[src/rtl/famicom_reader.sv]
// famicom_reader
//   Initiator for the Famicom/NES serial controller protocol. Drives latch
//   and pulse to a physical pad, shifts in its 8 serial bits and publishes
//   them as an active-high button byte with a one-cycle valid strobe.
//
// Ports:
//   clk_sys    in   system clock
//   reset      in   synchronous, active-high reset
//   enable     in   automatic polling enable
//   poll_req   in   single-cycle request for an immediate poll
//   joy_data   in   serial data from the pad (active-low, asynchronous)
//   joy_latch  out  latch to pad (registered)
//   joy_pulse  out  clock to pad (registered)
//   buttons    out  {Right,Left,Down,Up,Start,Select,B,A}, 1 = pressed
//   valid      out  one-cycle strobe when buttons updates
//   busy       out  high while a poll is in progress
module famicom_reader #(
  parameter int HALF_CYC = 300,
  parameter int POLL_CYC = 833333
) (
  input  logic       clk_sys,
  input  logic       reset,
  input  logic       enable,
  input  logic       poll_req,
  input  logic       joy_data,
  output logic       joy_latch,
  output logic       joy_pulse,
  output logic [7:0] buttons,
  output logic       valid,
  output logic       busy
);

  localparam int PH_W = $clog2(2 * HALF_CYC);
  localparam int PC_W = $clog2(POLL_CYC);

  localparam logic [PH_W-1:0] LATCH_LAST = PH_W'(2 * HALF_CYC - 1);
  localparam logic [PH_W-1:0] HALF_LAST  = PH_W'(HALF_CYC - 1);
  localparam logic [PC_W-1:0] POLL_LAST  = PC_W'(POLL_CYC - 1);

  typedef enum logic [2:0] {
    S_IDLE  = 3'd0,
    S_LATCH = 3'd1,
    S_LOW   = 3'd2,
    S_HIGH  = 3'd3,
    S_DONE  = 3'd4
  } state_t;

  state_t            state_q, state_d;
  logic [PH_W-1:0]   phase_q, phase_d;
  logic [PC_W-1:0]   poll_q, poll_d;
  logic [2:0]        idx_q, idx_d;
  logic [7:0]        shift_q, shift_d;
  logic [7:0]        buttons_q, buttons_d;
  logic [1:0]        sync_q, sync_d;
  logic              joy_latch_q, joy_latch_d;
  logic              joy_pulse_q, joy_pulse_d;
  logic              valid_q, valid_d;
  logic              busy_q, busy_d;
  logic              start_s;
  logic              data_sync_s;

  assign data_sync_s = sync_q[1];

  // Next-state logic: poll scheduling, phase timing, bit capture and the
  // registered-output values derived from the upcoming state.
  always_comb begin
    state_d   = state_q;
    phase_d   = phase_q;
    poll_d    = poll_q;
    idx_d     = idx_q;
    shift_d   = shift_q;
    buttons_d = buttons_q;
    start_s   = 1'b0;
    sync_d    = {sync_q[0], joy_data};

    case (state_q)
      S_IDLE: begin
        // A request and a counter wrap in the same cycle collapse into one poll.
        if (poll_req) begin
          start_s = 1'b1;
          poll_d  = '0;
        end else if (enable) begin
          if (poll_q == POLL_LAST) begin
            start_s = 1'b1;
            poll_d  = '0;
          end else begin
            poll_d = poll_q + PC_W'(1);
          end
        end else begin
          poll_d = poll_q;
        end
        if (start_s) begin
          state_d = S_LATCH;
          phase_d = '0;
          shift_d = 8'h00;
        end else begin
          state_d = S_IDLE;
        end
      end
      S_LATCH: begin
        if (phase_q == LATCH_LAST) begin
          state_d = S_LOW;
          phase_d = '0;
          idx_d   = 3'd0;
        end else begin
          phase_d = phase_q + PH_W'(1);
        end
      end
      S_LOW: begin
        // Bit is taken at the end of the low half, just before the next pulse.
        if (phase_q == HALF_LAST) begin
          shift_d[idx_q] = ~data_sync_s;
          phase_d        = '0;
          if (idx_q == 3'd7) begin
            state_d   = S_DONE;
            buttons_d = shift_d;
          end else begin
            state_d = S_HIGH;
          end
        end else begin
          phase_d = phase_q + PH_W'(1);
        end
      end
      S_HIGH: begin
        if (phase_q == HALF_LAST) begin
          state_d = S_LOW;
          phase_d = '0;
          idx_d   = idx_q + 3'd1;
        end else begin
          phase_d = phase_q + PH_W'(1);
        end
      end
      S_DONE: begin
        state_d = S_IDLE;
      end
      default: begin
        state_d = S_IDLE;
        phase_d = '0;
      end
    endcase

    joy_latch_d = (state_d == S_LATCH);
    joy_pulse_d = (state_d == S_HIGH);
    valid_d     = (state_d == S_DONE);
    busy_d      = (state_d == S_LATCH) || (state_d == S_LOW) || (state_d == S_HIGH);
  end

  // State and output registers with synchronous reset.
  always_ff @(posedge clk_sys) begin
    if (reset) begin
      state_q     <= S_IDLE;
      phase_q     <= '0;
      poll_q      <= '0;
      idx_q       <= 3'd0;
      shift_q     <= 8'h00;
      buttons_q   <= 8'h00;
      sync_q      <= 2'b11;
      joy_latch_q <= 1'b0;
      joy_pulse_q <= 1'b0;
      valid_q     <= 1'b0;
      busy_q      <= 1'b0;
    end else begin
      state_q     <= state_d;
      phase_q     <= phase_d;
      poll_q      <= poll_d;
      idx_q       <= idx_d;
      shift_q     <= shift_d;
      buttons_q   <= buttons_d;
      sync_q      <= sync_d;
      joy_latch_q <= joy_latch_d;
      joy_pulse_q <= joy_pulse_d;
      valid_q     <= valid_d;
      busy_q      <= busy_d;
    end
  end

  assign joy_latch = joy_latch_q;
  assign joy_pulse = joy_pulse_q;
  assign buttons   = buttons_q;
  assign valid     = valid_q;
  assign busy      = busy_q;

endmodule

[config.mk]
export PLATFORM = sky130hd
export DESIGN_NAME = famicom_reader
export DESIGN_NICKNAME = d
export VERILOG_FILES = /design/src/rtl/famicom_reader.sv
export SDC_FILE = /design/constraint.sdc
export NUM_CORES = 1
export LEC_CHECK = 0
export BUFFER_PORTS_ARGS = -buffer_cell sky130_fd_sc_hd__clkbuf_2
export CORE_UTILIZATION = 60
export CTS_BUF_LIST = sky130_fd_sc_hd__clkbuf_2
export DETAILED_ROUTE_END_ITERATION = 10
export GPL_TIMING_DRIVEN = 1
export PLACE_DENSITY = 0.88
export SLEW_MARGIN = 20
export SYNTH_ARGS = -nofsm -noshare
export SYNTH_HDL_FRONTEND = slang
export SYNTH_SLANG_ARGS = --single-unit
[constraint.sdc]
create_clock -name clk_sys -period 6 [get_ports clk_sys]
set_clock_uncertainty 0.15 [all_clocks]
set_input_delay 0.9 -clock clk_sys [delete_from_list [all_inputs] [get_ports clk_sys]]
set_output_delay 0.9 -clock clk_sys [all_outputs]
set_load 0.05 [all_outputs]
# After elaboration in Yosys (flattened, before gate mapping)
# Index checks and enable logic that the tools add are counted.
word_totals:
  word_cells: 73
  register_bits: 58
classes:
  magnitude_cmp: 2
  n_addsub: 3
  n_eq_ne: 16
  n_bitwise: 2
  reduce_logical: 13
  mux: 26
ops:
  columns: ["op", "n"]
  rows:
  - ["20-bit 2-to-1 mux", 3]
  - ["10-bit case mux with 4 select lines", 1]
  - ["10-bit 2-to-1 mux", 3]
  - ["20-bit by 1-bit adder with 20-bit output, second input constant", 1]
  - ["20-bit == test, second input constant", 1]
  - ["3-bit 2-to-1 mux", 6]
  - ["8-bit 2-to-1 mux", 2]
  - ["8-bit case mux with 2 select lines", 1]
  - ["3-bit by 2-bit == test with 1-bit output, second input constant", 4]
  - ["3-bit case mux with 4 select lines", 1]
  - ["10-bit by 1-bit adder with 10-bit output, second input constant", 1]
  - ["10-bit == test, second input constant", 1]
  - ["10-bit by 9-bit == test with 1-bit output, second input constant", 1]
  - ["3-bit == test, second input constant", 3]
  - ["3-bit AND reduction", 3]
  - ["8-bit bitwise mux", 1]
  - ["3-bit by 1-bit == test with 1-bit output, second input constant", 2]
  - ["1-bit 2-to-1 mux", 6]
  - ["2-bit != test, second input constant", 3]
  - ["3-bit case mux with 2 select lines", 1]
  - ["2-bit nonzero test", 3]
  - ["3-bit by 4-bit < comparator with 1-bit output, second input constant", 1]
  - ["2-bit AND reduction", 2]
  - ["3-bit by 1-bit adder with 3-bit output, second input constant", 1]
  - ["8 further kinds", 10]

# Logic depth before layout (Yosys ltp)
logic_depth:
  word_depth: 10
  mapped_depth: 7

# Worst setup path after synthesis
# OpenSTA, ideal clock, no wires.
synth_path:
  path_kind: "input to register"
  start: "in poll_req"
  end: "reg poll_q[19]"
  n_path_buf: 1
  setup_slack_ps: 3659
  setup_ps: 117
  arrival_ps: 2074
  required_ps: 5733
  path_stages: 6
  cell_sequence: "nor2_1 or4b_1 buf_2 nor4_2 xnor2_1 nor2_2"
synth_via:
  elab_chain_len: 2
synth_lines:
  columns: ["element", "line", "text"]
  rows:
  - ["start, declared", "24", "input logic poll_req,"]
  - ["2-bit nonzero test (no source line)", null, null]
  - ["2-bit AND reduction (no source line)", null, null]
  - ["end signal, assigned", "165", "poll_q <= poll_d;"]
  - ["end, declared", "50", "logic [PC_W-1:0] poll_q, poll_d;"]
# Several ways; a longest one is shown, not always the timed one.
# A chain may end at the register's enable or synchronous reset.

# Worst setup path after layout
layout_path:
  start: "reg phase_q[0]"
  end: "reg buttons_q[1] (netlist: buttons[1])"
layout_via:
  elab_chain_len: 2
layout_lines:
  columns: ["element", "line", "text"]
  rows:
  - ["start, declared", "49", "logic [PH_W-1:0] phase_q, phase_d;"]
  - ["start signal, assigned", "164", "phase_q <= phase_d;"]
  - ["10-bit by 9-bit == test with 1-bit output", "111", "if (phase_q == HALF_LAST) begin"]
  - ["3-bit AND reduction (no source line)", null, null]
  - ["end signal, assigned", "168", "buttons_q <= buttons_d;"]
  - ["end, declared", "53", "logic [7:0] buttons_q, buttons_d;"]
# Every way passes these cells.

==> flow_metrics.env <==
export IMPL_netlist_instances=338
export IMPL_clk_pin_slew_ns=0.15
export IMPL_ios=17
export IMPL_synthXorXnorAreaFrac_pct=5.978
export IMPL_cpMaxStageDelayCell="nor4bb_1"
export IMPL_clkSinkCount=58
export IMPL_synth_compound_area_share_pct=15.58
export IMPL_fin_tns_setup_ns=0
export IMPL_status="complete, no violations"
export IMPL_grt_met2_usage_pct=38.68
export IMPL_start_kind="flop"
export IMPL_clock_latency_ns=0.50
export IMPL_setup_viol=0
export IMPL_max_stage_delay_ns=0.56
export IMPL_worstPathCellList="ha_1 > nor4bb_1 > and4_1 > nand2_1 > a22oi_1 > nor2_1"
export IMPL_num_vias=2475
export IMPL_nFillCells=387
export IMPL_grt_pass1_wl_um=10280
export IMPL_grt_usage_pct=25.63
export IMPL_critPathRequiredTime_ns=6.23
export IMPL_final_max_slew_viol_count=0
export IMPL_synthTopCellsByCount="58 x dfxtp_1, 46 x nor2_1, 18 x nand3_1, 16 x nand2_1"
export IMPL_grt_max_degree=35
export IMPL_wl_um=5935
export IMPL_final_seq_area_um2=1161
export IMPL_syn_to_final_growth_pct=6.832
export IMPL_reg2reg_slack_ns=3.36
export IMPL_ant_nets=0
export IMPL_gp_congestion=0.8286
export IMPL_wl_per_cell_um=14.27
export IMPL_io_buffers=16
export IMPL_max_vdd_ir_drop_v=0.0001537
export IMPL_firstDrtPassIters=5
export IMPL_p_leak_uw=0.001107
export IMPL_hold_depth=1
export IMPL_yosysTopAreaCell="dfxtp_1"
export IMPL_h_tree_depth=3
export IMPL_min_path_type="reg -> reg"
export IMPL_ys_top_cells_by_area="dfxtp_1 40%, nor2_1 5.9%, xnor2_1 4.5%"
export IMPL_rsz0062_at_grt="no"
export IMPL_muxShareOfSynthArea_pct=0.7259
export IMPL_synthDistinctLibCells=54
export IMPL_viasPerCell=5.950
export IMPL_die_area_um2=5167
export IMPL_fin_crit_sh_pct=43.97
export IMPL_synth_top_family_by_area="simple AND/OR/NAND/NOR gates"
export IMPL_cts_setup_buffers=0
export IMPL_critical_path_class="reg -> reg"
export IMPL_hold_buffers=0
export IMPL_grt_use_met1_pct=32.15
export IMPL_async_flop_share_pct=0
export IMPL_rows=25
export IMPL_yosysMostFrequentCell="dfxtp_1"
export IMPL_crit_fanout=10
export IMPL_drt_initial_drc_count=186
export IMPL_synth_adder_area_share_pct=2.135
export IMPL_yosys_area_share_simple_pct=32.28
export IMPL_relSlewSlack_pct=38.91
export IMPL_tritoncts="yes"
export IMPL_cts_buffers_inserted=9
export IMPL_multiInputGateArea_um2=1662
export IMPL_antenna_found_initial=0
export IMPL_synthesis_nets=348
export IMPL_ctsResizeCount=0
export IMPL_powerDensity_nw_per_um2=225.6
export IMPL_yosysTopAreaCellShare_pct=39.62
export IMPL_r2r_end="buttons[1]"
export IMPL_die_height_um=71.89
export IMPL_fin_hold_ws_ns=0.2855
export IMPL_drcViolationCount=0
export IMPL_synth_seq_cells=58
export IMPL_antenna_cells=0
export IMPL_netlist_area_um2=2930
export IMPL_place_hpwl_um=4090
export IMPL_layout_drive_gt1_share_pct=13.47
export IMPL_fmax_mhz=379.0
export IMPL_arrival_ns=2.87
export IMPL_cts_max_path_buffers=2
export IMPL_yosys_warnings=0
export IMPL_finalCriticalPeriod_ns=2.638
export IMPL_grtUsageMet3_pct=10.41
export IMPL_r2r_cells=6
export IMPL_hold_viol=0
export IMPL_fp_dieW_um=71.89
export IMPL_endpoint="buttons[1]"
export IMPL_crit_path_start="phase_q[0]"
export IMPL_reg2reg_from="phase_q[0]"
export IMPL_clock_tree_root_cell="clkbuf_2"
export IMPL_synth_edff_count=0
export IMPL_ys_flop_type="dfxtp_1"
export IMPL_max_slew_worst_pin_slew_ns=0.9135
export IMPL_core_um2=4723
export IMPL_cp_end_kind="flop"
export IMPL_ys_seq_area_share_pct=39.62
export IMPL_initial_core_util_pct=62.04
export IMPL_cap_violations=0
export IMPL_first_global_vias=2278
export IMPL_grt_ovfl_total=0
export IMPL_fin_nets=354
export IMPL_busiest_layer="met2"
export IMPL_synth_area_per_cell_um2=8.670
## worst max-delay path: cells and delay by family, from the launching register on
family / cells / cell delay [ns]
adders and majority gates: 1 / 0.27
and+or+nand+nor: 4 / 1.46
DFF: 1 / 0.38
AOI/OAI and AO/OA: 1 / 0.26
## power breakdown
group / internal [uW] / total, uW / switching [uW]
sequential: 390 / 395 / 4.54
combinational: 10.9 / 37.8 / 26.9
clock: 133 / 274 / 141
total: 534 / 706 / 172
## cells by family (layout without fill, tap and decap cells)
kind of cell,Yosys count,after routing
buffers and inverters,25,36
DFF,58,58
AOI/OAI and AO/OA,66,66
muxes,2,2
and+or+nand+nor,162,162
adders and majority gates,5,5
xor gates and xnor gates,20,20
## state kept, by name (all words and copies together), names as in the netlist
name       flops
shift_q        8
state_q        3
valid          1
poll_q        20
joy_latch      1
joy_pulse      1
idx_q          3
busy           1
buttons        8
phase_q       10
sync_q         2
## per-layer routing
metal  up-vias  share of wire, %  wire, um
li1       1249                 -         -
met1      1156                47      2765
met2        60                47      2790
met3        10               4.8       287
met4         0               1.6        92
met5         -                 0         0
## cells in the final DEF (no fill, tap or decap), types with 2 or more instances in the layout
| master | n |
|---|---|
| a22oi_1 | 8 |
| and3_1 | 8 |
| a211o_1 | 4 |
| and4_1 | 6 |
| a211oi_1 | 7 |
| xor2_1 | 5 |
| xnor2_1 | 15 |
| nand4_1 | 4 |
| clkbuf_2 | 25 |
| or4b_1 | 3 |
| dfxtp_1 | 58 |
| nor2_1 | 46 |
| nor2_2 | 3 |
| nor4bb_1 | 3 |
| and3b_1 | 4 |
| bufinv_16 | 2 |
| nor4_2 | 8 |
| nand2b_1 | 7 |
| inv_1 | 4 |
| a21oi_1 | 15 |
| or2_2 | 5 |
| o2111ai_1 | 2 |
| clkinv_1 | 3 |
| o21ai_0 | 10 |
| nor3b_1 | 4 |
| nand4b_1 | 2 |
| a22o_1 | 3 |
| nand3_1 | 18 |
| o31ai_1 | 2 |
| nand2_1 | 16 |
| a21o_1 | 5 |
| ha_1 | 5 |
| nor3_1 | 15 |
| nor2b_1 | 3 |
## per-stage QoR
| step | utilization, % | setup WS, ns | cells | instance area, um2 | total power, uW |
|---|---|---|---|---|---|
| after global placement | 63.55 | 3.259 | 400 | 3002 | 439.3 |
| after CTS | 66.28 | 3.322 | 416 | 3131 | 712.3 |
| after global routing | 66.28 | 3.111 | 416 | 3131 | 741.0 |
| after detailed placement | 63.55 | 3.200 | 400 | 3002 | 440.3 |
| final | 66.28 | 3.362 | 416 | 3131 | 706.2 |
| after floorplan | - | 3.659 | 338 | 2930 | 431.1 |
## worst min path at each step
stage,startpoint,endpoint
4_1_cts,sync_q[0],sync_q[1]
5_1_grt,sync_q[0],sync_q[1]
3_5_place_dp,sync_q[0],sync_q[1]
2_1_floorplan,sync_q[0],sync_q[1]
6_report,sync_q[0],sync_q[1]
3_3_place_gp,sync_q[0],sync_q[1]
## area by class of cell
cell class                      count  share of cell area (%)
Clock buffer                        9                   1.439
Inverter                            4                  0.4796
Sequential cell                    58                   37.09
Timing Repair Buffer               16                   2.558
Clock inverter                      7                   2.678
Tap cell                           67                   2.678
Multi-Input combinational cell    255                   53.08
Note: power is estimated with default switching activity, not from simulation.
